==> src/rtl/traffic_lanes.sv <==
// Scrolling car lanes with LFSR-driven spawning, frog collision detect and exit counter.
// Lanes, tick, hit and cars_passed are all registered; no flow control, enable freezes advance.
module traffic_lanes #(
    parameter int N     = 16,
    parameter int LANES = 4,
    parameter int DIV_W = 8
) (
    input  logic                 clk,
    input  logic                 reset,
    input  logic                 enable,
    input  logic [DIV_W-1:0]     period,
    input  logic [9:0]           density,
    input  logic [LANES-1:0]     dir,
    input  logic [LANES-1:0]     lane_clear,
    input  logic [LANES-1:0]     frog_row,
    input  logic [N-1:0]         frog_col,
    output logic [LANES*N-1:0]   lanes,
    output logic                 tick,
    output logic                 hit,
    output logic [15:0]          cars_passed
);

    logic [9:0]         r;
    logic [DIV_W-1:0]   cnt;
    logic               adv;
    logic [LANES*N-1:0] lanes_nxt;
    logic [3:0]         exits;
    logic               hit_nxt;
    logic [16:0]        cars_sum;
    logic [19:0]        rr;
    logic [9:0]         rnd;
    logic [N-1:0]       q;
    logic               spawn;

    assign adv = enable && (cnt == period);

    always_comb begin
        lanes_nxt = lanes;
        exits     = 4'd0;
        hit_nxt   = 1'b0;
        rr        = '0;
        rnd       = '0;
        q         = '0;
        spawn     = 1'b0;
        for (int i = 0; i < LANES; i++) begin
            q       = lanes[i*N +: N];
            hit_nxt = hit_nxt | (frog_row[i] & (|(q & frog_col)));
            // Per-lane random value: LFSR rotated left by (3*i mod 10).
            rr      = {r, r} << ((3 * i) % 10);
            rnd     = rr[19:10];
            spawn   = (density > rnd) && (dir[i] ? !q[N-1] : !q[0]);
            if (lane_clear[i]) begin
                lanes_nxt[i*N +: N] = '0;
            end else if (adv) begin
                if (dir[i]) begin
                    if (q[0]) exits = exits + 4'd1;
                    lanes_nxt[i*N +: N] = {spawn, q[N-1:1]};
                end else begin
                    if (q[N-1]) exits = exits + 4'd1;
                    lanes_nxt[i*N +: N] = {q[N-2:0], spawn};
                end
            end
        end
        cars_sum = {1'b0, cars_passed} + {13'd0, exits};
    end

    always_ff @(posedge clk) begin
        if (reset) begin
            r           <= '0;
            cnt         <= '0;
            lanes       <= '0;
            tick        <= 1'b0;
            hit         <= 1'b0;
            cars_passed <= '0;
        end else begin
            // XNOR feedback: the all-zero reset state is legal, all-ones is the lockup.
            r     <= {~(r[0] ^ r[3]), r[9:1]};
            tick  <= adv;
            hit   <= hit_nxt;
            lanes <= lanes_nxt;
            if (enable) cnt <= adv ? '0 : cnt + 1'b1;
            cars_passed <= cars_sum[16] ? 16'hFFFF : cars_sum[15:0];
        end
    end

endmodule

==> config.mk <==
export PLATFORM = sky130hd
export DESIGN_NAME = traffic_lanes
export DESIGN_NICKNAME = d
export VERILOG_FILES = /design/src/rtl/traffic_lanes.sv
export SDC_FILE = /design/constraint.sdc
export NUM_CORES = 1
export LEC_CHECK = 0
export CAP_MARGIN = 0
export CORE_AREA = 2 2 107 109
export CTS_CLUSTER_SIZE = 20
export DETAILED_ROUTE_END_ITERATION = 7
export DIE_AREA = 0 0 109 111
export GPL_TIMING_DRIVEN = 0
export PLACE_DENSITY = 0.91
export SETUP_SLACK_MARGIN = 0.2
export SYNTH_ARGS = -nofsm -noshare
export SYNTH_HDL_FRONTEND = slang
export SYNTH_SLANG_ARGS = --single-unit
==> constraint.sdc <==
create_clock -name clk -period 10.7 [get_ports clk]
set_clock_uncertainty 0.1 [all_clocks]
set_input_delay 2.14 -clock clk [delete_from_list [all_inputs] [get_ports clk]]
set_output_delay 2.14 -clock clk [all_outputs]
set_load 0.005 [all_outputs]
---- Word-level counts from Yosys, hierarchy flattened ----
Index checks and enable logic that the tools add are counted.
operators by class
  $add $sub $neg .......................... 5
  multipliers ............................. 0
  div/mod/pow operators ................... 0
  magnitude comparators ................... 4
  equal/unequal tests ..................... 1
  shifts and indexed selects .............. 0
  muxes and demuxes ....................... 30
  bitwise gates (word level) .............. 13
  reduce and logical (&&, ||, !) cells .... 21
operator list
  kind                                                            count
  16-bit two-way mux                                              5
  4-bit two-way mux                                               18
  16-bit AND                                                      4
  16-bit OR reduction                                             4
  10-bit greater-than comparator                                  4
  16-bit by 4-bit adder with 17-bit output                        1
  4-bit by 1-bit adder with 4-bit output (second input constant)  3
  8-bit by 1-bit adder with 8-bit output (second input constant)  1
  8-bit equality test                                             1
  1-bit zero test                                                 8
  8-bit two-way mux                                               1
  2-bit OR reduction                                              4
  1-bit two-way mux                                               6
  1-bit logical AND                                               5
  1-bit AND                                                       4
  1-bit OR                                                        3
  1-bit inverter                                                  1
  1-bit bitwise XOR                                               1
storage, ports and cells
  register bits ........................... 100
  latch bits .............................. 0
  memory bits (writable) .................. 0
  bits in read-only memories .............. 0
  input port bits ......................... 49
  memories ................................ 0

---- Depth between registers and ports, before layout ----
  depth in word-level cells ............... 21
  mapped depth ............................ 24
  gate-level depth less buffers ........... 22

---- Least setup slack after synthesis ----
OpenSTA, ideal clock, no wires.
  path type ............................... input port to flip-flop
  start ................................... input port period[0]
  end ..................................... register cars_passed[13]
  setup time .............................. 0.070 ns
  arrival ................................. 6.207 ns
  setup slack ............................. 4.323 ns
  stages .................................. 22
  cell sequence ........................... xnor2_1 nand4_1 or3_1 clkbuf_1 buf_2 nor2_1 ha_1 nor2b_1 a211oi_1 a21oi_2 and2_1 ha_1 mux2i_1 nor2_1 ha_1 mux2i_1 fa_1 nor2b_1 o31a_1 and3_1 nand3_2 a21oi_1
on the way
  word-level cells in the longest chain between the ends .. 21
RTL lines
  what                                         RTL line  RTL
  start, declared                              11        input logic [DIV_W-1:0] period,
  8-bit equality test *                        35        assign adv = enable && (cnt == period);
  1-bit logical AND *                          35
  4-bit two-way mux                            54        end else if (adv) begin
  4-bit two-way mux                            52        if (lane_clear[i]) begin
  4-bit by 1-bit adder with 4-bit output       56, 59
  4-bit two-way mux, on equally long branches  59, 56
  4-bit two-way mux                            55        if (dir[i]) begin
  4-bit two-way mux                            54
  (+5 left out)                                n/a
  4-bit two-way mux                            52
  4-bit by 1-bit adder with 4-bit output       56, 59
  4-bit two-way mux, on equally long branches  59, 56
  4-bit two-way mux                            55
  4-bit two-way mux                            54
  4-bit two-way mux *                          52
  16-bit by 4-bit adder with 17-bit output *   64        cars_sum = {1'b0, cars_passed} + {13'd0, exits};
  16-bit two-way mux *                         82        cars_passed <= cars_sum[16] ? 16'hFFFF : cars_sum[15:0];
  end signal, assigned                         82
  end, declared                                20        output logic [15:0] cars_passed
Every way passes the cells marked *; elsewhere a longest branch is shown, timed or not.
A chain may end at the register's enable or synchronous reset.

---- Worst setup path after layout ----
  start ................................... input port period[1]
  end ..................................... register cars_passed[13]
Same word-level chain as after synthesis.

==> flow_metrics.env <==
export IMPL_finalSetupViolations=0
export IMPL_dpl_cell_area_sq_mm=0.00737
export IMPL_cp_max_fo=10
export IMPL_worstHoldEndpoint="r[9]"
export IMPL_post_drt_wl_per_cell_um=19.8
export IMPL_drt_iter0_markers=453
export IMPL_grt_use_total_pct=31.1
export IMPL_grt_pass1_vias=5580
export IMPL_cp_num_buf_inv=3
export IMPL_grt_ovfl_total=0
export IMPL_holdBufCountCts=0
export IMPL_ir_drop_uv=81.3
export IMPL_fin_area_sq_mm=0.00766
export IMPL_cp_arrival_ns=7.51
export IMPL_p_comb_share_pct=10.9
export IMPL_rows=39
export IMPL_min_from="r[3]"
export IMPL_cts_sinks=100
export IMPL_grt_pass1_wl_um=29600
export IMPL_power_switching_mw=0.200
export IMPL_start_util_pct=53.5
export IMPL_io_buffers=127
export IMPL_power_mw=0.778
export IMPL_final_antenna_net_count=0
export IMPL_seq_power_share_pct=48.2
export IMPL_min_path_cells=2
export IMPL_die_x_um=109
export IMPL_vias_per_cell=6.14
export IMPL_criticalPathCategory="primary input to register"
export IMPL_netlist_area_sq_mm=0.00592
export IMPL_synth_ff_type="dfxtp_1"
export IMPL_critPathMaxStageDelay_ns=0.48
export IMPL_route_vias_total=5806
export IMPL_nets=897
export IMPL_hold_viol=0
export IMPL_die_area_sq_mm=0.0121
export IMPL_cp_end_kind="register"
export IMPL_synthArstFlopShare_pct=0
export IMPL_path_common_cell="ha_1"
export IMPL_maxSlewHeadroom_pct=49.9
export IMPL_r2r_slack_ns=5.17
export IMPL_drt_pass1_iterations=5
export IMPL_worstMarginPinSlew_ns=0.747
export IMPL_rr_worst_depth=24
export IMPL_antennaDiodeCount=0
export IMPL_grt_antenna_before_repair=0
export IMPL_fmax_mhz=136
export IMPL_area_delta_synth_final_pct=29.3
export IMPL_pwr_share_clk_pct=40.9
export IMPL_grt_max_degree=18
export IMPL_ys_warn_count=0
export IMPL_holdCritPathClass="register to register"
export IMPL_period_share_pct=68.5
export IMPL_drive_gt1_share_pct=5.60
export IMPL_clock_tree_root_cell="clkbuf_16"
export IMPL_start_kind="primary input"
export IMPL_min_period_ns=7.33
export IMPL_r2r_start="cnt[0]"
export IMPL_gp_congestion=0.925
export IMPL_synthesis_nets=759
export IMPL_netSwitchingFraction_pct=25.7
export IMPL_outcome="finished, final reports clean"
export IMPL_clk_pin_slew_ns=0.07
export IMPL_numCtsBuffers=9
export IMPL_synth_edff_count=0
export IMPL_post_cts_resized=0
export IMPL_io_pins=131
export IMPL_netlist_instances=660
export IMPL_cap_violations=0
export IMPL_wirelength_um=18700
export IMPL_finish_utilization_pct=69.2
export IMPL_drc=0
export IMPL_dp_hpwl_um=13900
export IMPL_htreeDepth=3
export IMPL_r2r_end="cars_passed[13]"
export IMPL_final_cell_mix="127 x clkdlybuf4s50_1, 100 x dfxtp_1, 94 x nor2_1"
export IMPL_post_cts_buffers=0
export IMPL_leakage_nw=2.86
export IMPL_ys_seq_area_share_pct=33.8
export IMPL_cp_required_ns=10.88
export IMPL_intPower_mw=0.578
export IMPL_syn_area_per_cell_sq_um=8.97
export IMPL_layout_commonest_cell="clkdlybuf4s50_1"
export IMPL_p_per_area_mw_per_mm2=102
export IMPL_yosysUniqueCellTypes=49
export IMPL_rsz0062_at_grt="no"
export IMPL_slowest_stage="clkdlybuf4s50_1"
export IMPL_fill_cells=870
export IMPL_clock_path_buffers=2
export IMPL_die_h_um=111
export IMPL_tritoncts="done"
export IMPL_fin_tns_setup_ns=0
export IMPL_core_sq_mm=0.0111
export IMPL_clock_latency_ns=0.35
export IMPL_ys_ff_latch=100
export IMPL_path_delay_family="simple AND/OR/NAND/NOR gates"
export IMPL_slew_viol_final=0
worst register-to-register path: cells and delay by family (launching register included):
family | cells | cell delay, ns
buffers and inverters | 2 | 0.51
AO/OA/AOI/OAI | 4 | 0.87
multiplexers | 1 | 0.07
AND/OR/NAND/NOR | 11 | 2.09
XOR/XNOR | 2 | 0.30
flip-flops | 1 | 0.44
adder cells (fa/ha/maj) | 4 | 1.09
metal layers:
layer | part of all wire (%) | routed length [um] | vias up | GRT usage [%]
met2 | 47 | 8780 | 282 | 50.2
met1 | 41 | 7630 | 2744 | 39.6
li1 | - | - | 2733 | -
met3 | 9.3 | 1740 | 47 | 7.70
met4 | 2.9 | 535 | 0 | 12.0
met5 | 0 | 0 | - | 0
worst max-delay path by stage:
stage / from / endpoint / slack [ns] / depth (start not counted)
detailed placement: period[1] / cars_passed[13] / 3.08 / 23
finish: period[1] / cars_passed[13] / 3.37 / 25
floorplan: period[0] / cars_passed[13] / 4.32 / 22
global route: period[4] / cars_passed[13] / 3.01 / 25
global placement: period[0] / cars_passed[13] / 3.34 / 23
CTS: period[1] / cars_passed[13] / 3.41 / 25
area by class of cell:
type	count	area, sq um	share of cell area, %
plain buffers	37	169	2.21
clock buffers	10	239	3.12
flip-flops and latches	100	2000	26.1
repair buffers	127	1270	16.6
multi-input cells	499	3660	47.8
clock inverters	6	47.5	0.621
well taps	143	179	2.34
inverters	24	90.1	1.18
cells in the mapped netlist (12+ instances only):
library cell  instances  area (sq um)
inv_1                24          90.1
ha_1                 49           613
xor2_1               13           114
clkbuf_1             12          45.0
xnor2_1              15           131
dfxtp_1             100          2000
a21oi_1              23           115
nor3_1               16          80.1
o21ai_0              18          90.1
a211oi_1             64           480
buf_2                15          75.1
nor2_1               94           353
mux2i_1              66           661
a221oi_1             16           140
nand2_1              17          63.8
nand4_1              17           106
sequential cells by signal, summed over array words and instances (netlist names):
| signal | flops |
|---|---|
| lanes | 64 |
| r | 10 |
| cnt | 8 |
| tick | 1 |
| cars_passed | 16 |
| hit | 1 |
metrics by stage:
step | worst slack (ns) | hold WS [ns] | std cells
floorplan | 4.32 | 0.379 | 660
global placement | 3.34 | 0.395 | 930
detailed placement | 3.08 | 0.412 | 930
CTS | 3.41 | 0.426 | 946
global route | 3.01 | 0.471 | 946
finish | 3.37 | 0.435 | 946
cells by family after synthesis:
logic type	synth area share (%)
buffers and inverters	4.37
muxes	11.3
AOI/OAI and AO/OA	20.4
and+or+nand+nor	14.9
adders and majority gates	10.7
xor gates and xnor gates	4.52
DFF	33.8
power by group through the flow:
stage          Combinational, mW  Sequential [mW]  Clock (mW)
2_1_floorplan             0.0446            0.383           0
3_3_place_gp              0.0807            0.384           0
3_5_place_dp              0.0829            0.384           0
4_1_cts                   0.0836            0.375       0.318
5_1_grt                   0.0925            0.375       0.336
6_report                  0.0851            0.375       0.318
No activity file was read; power rests on OpenSTA's default activity.
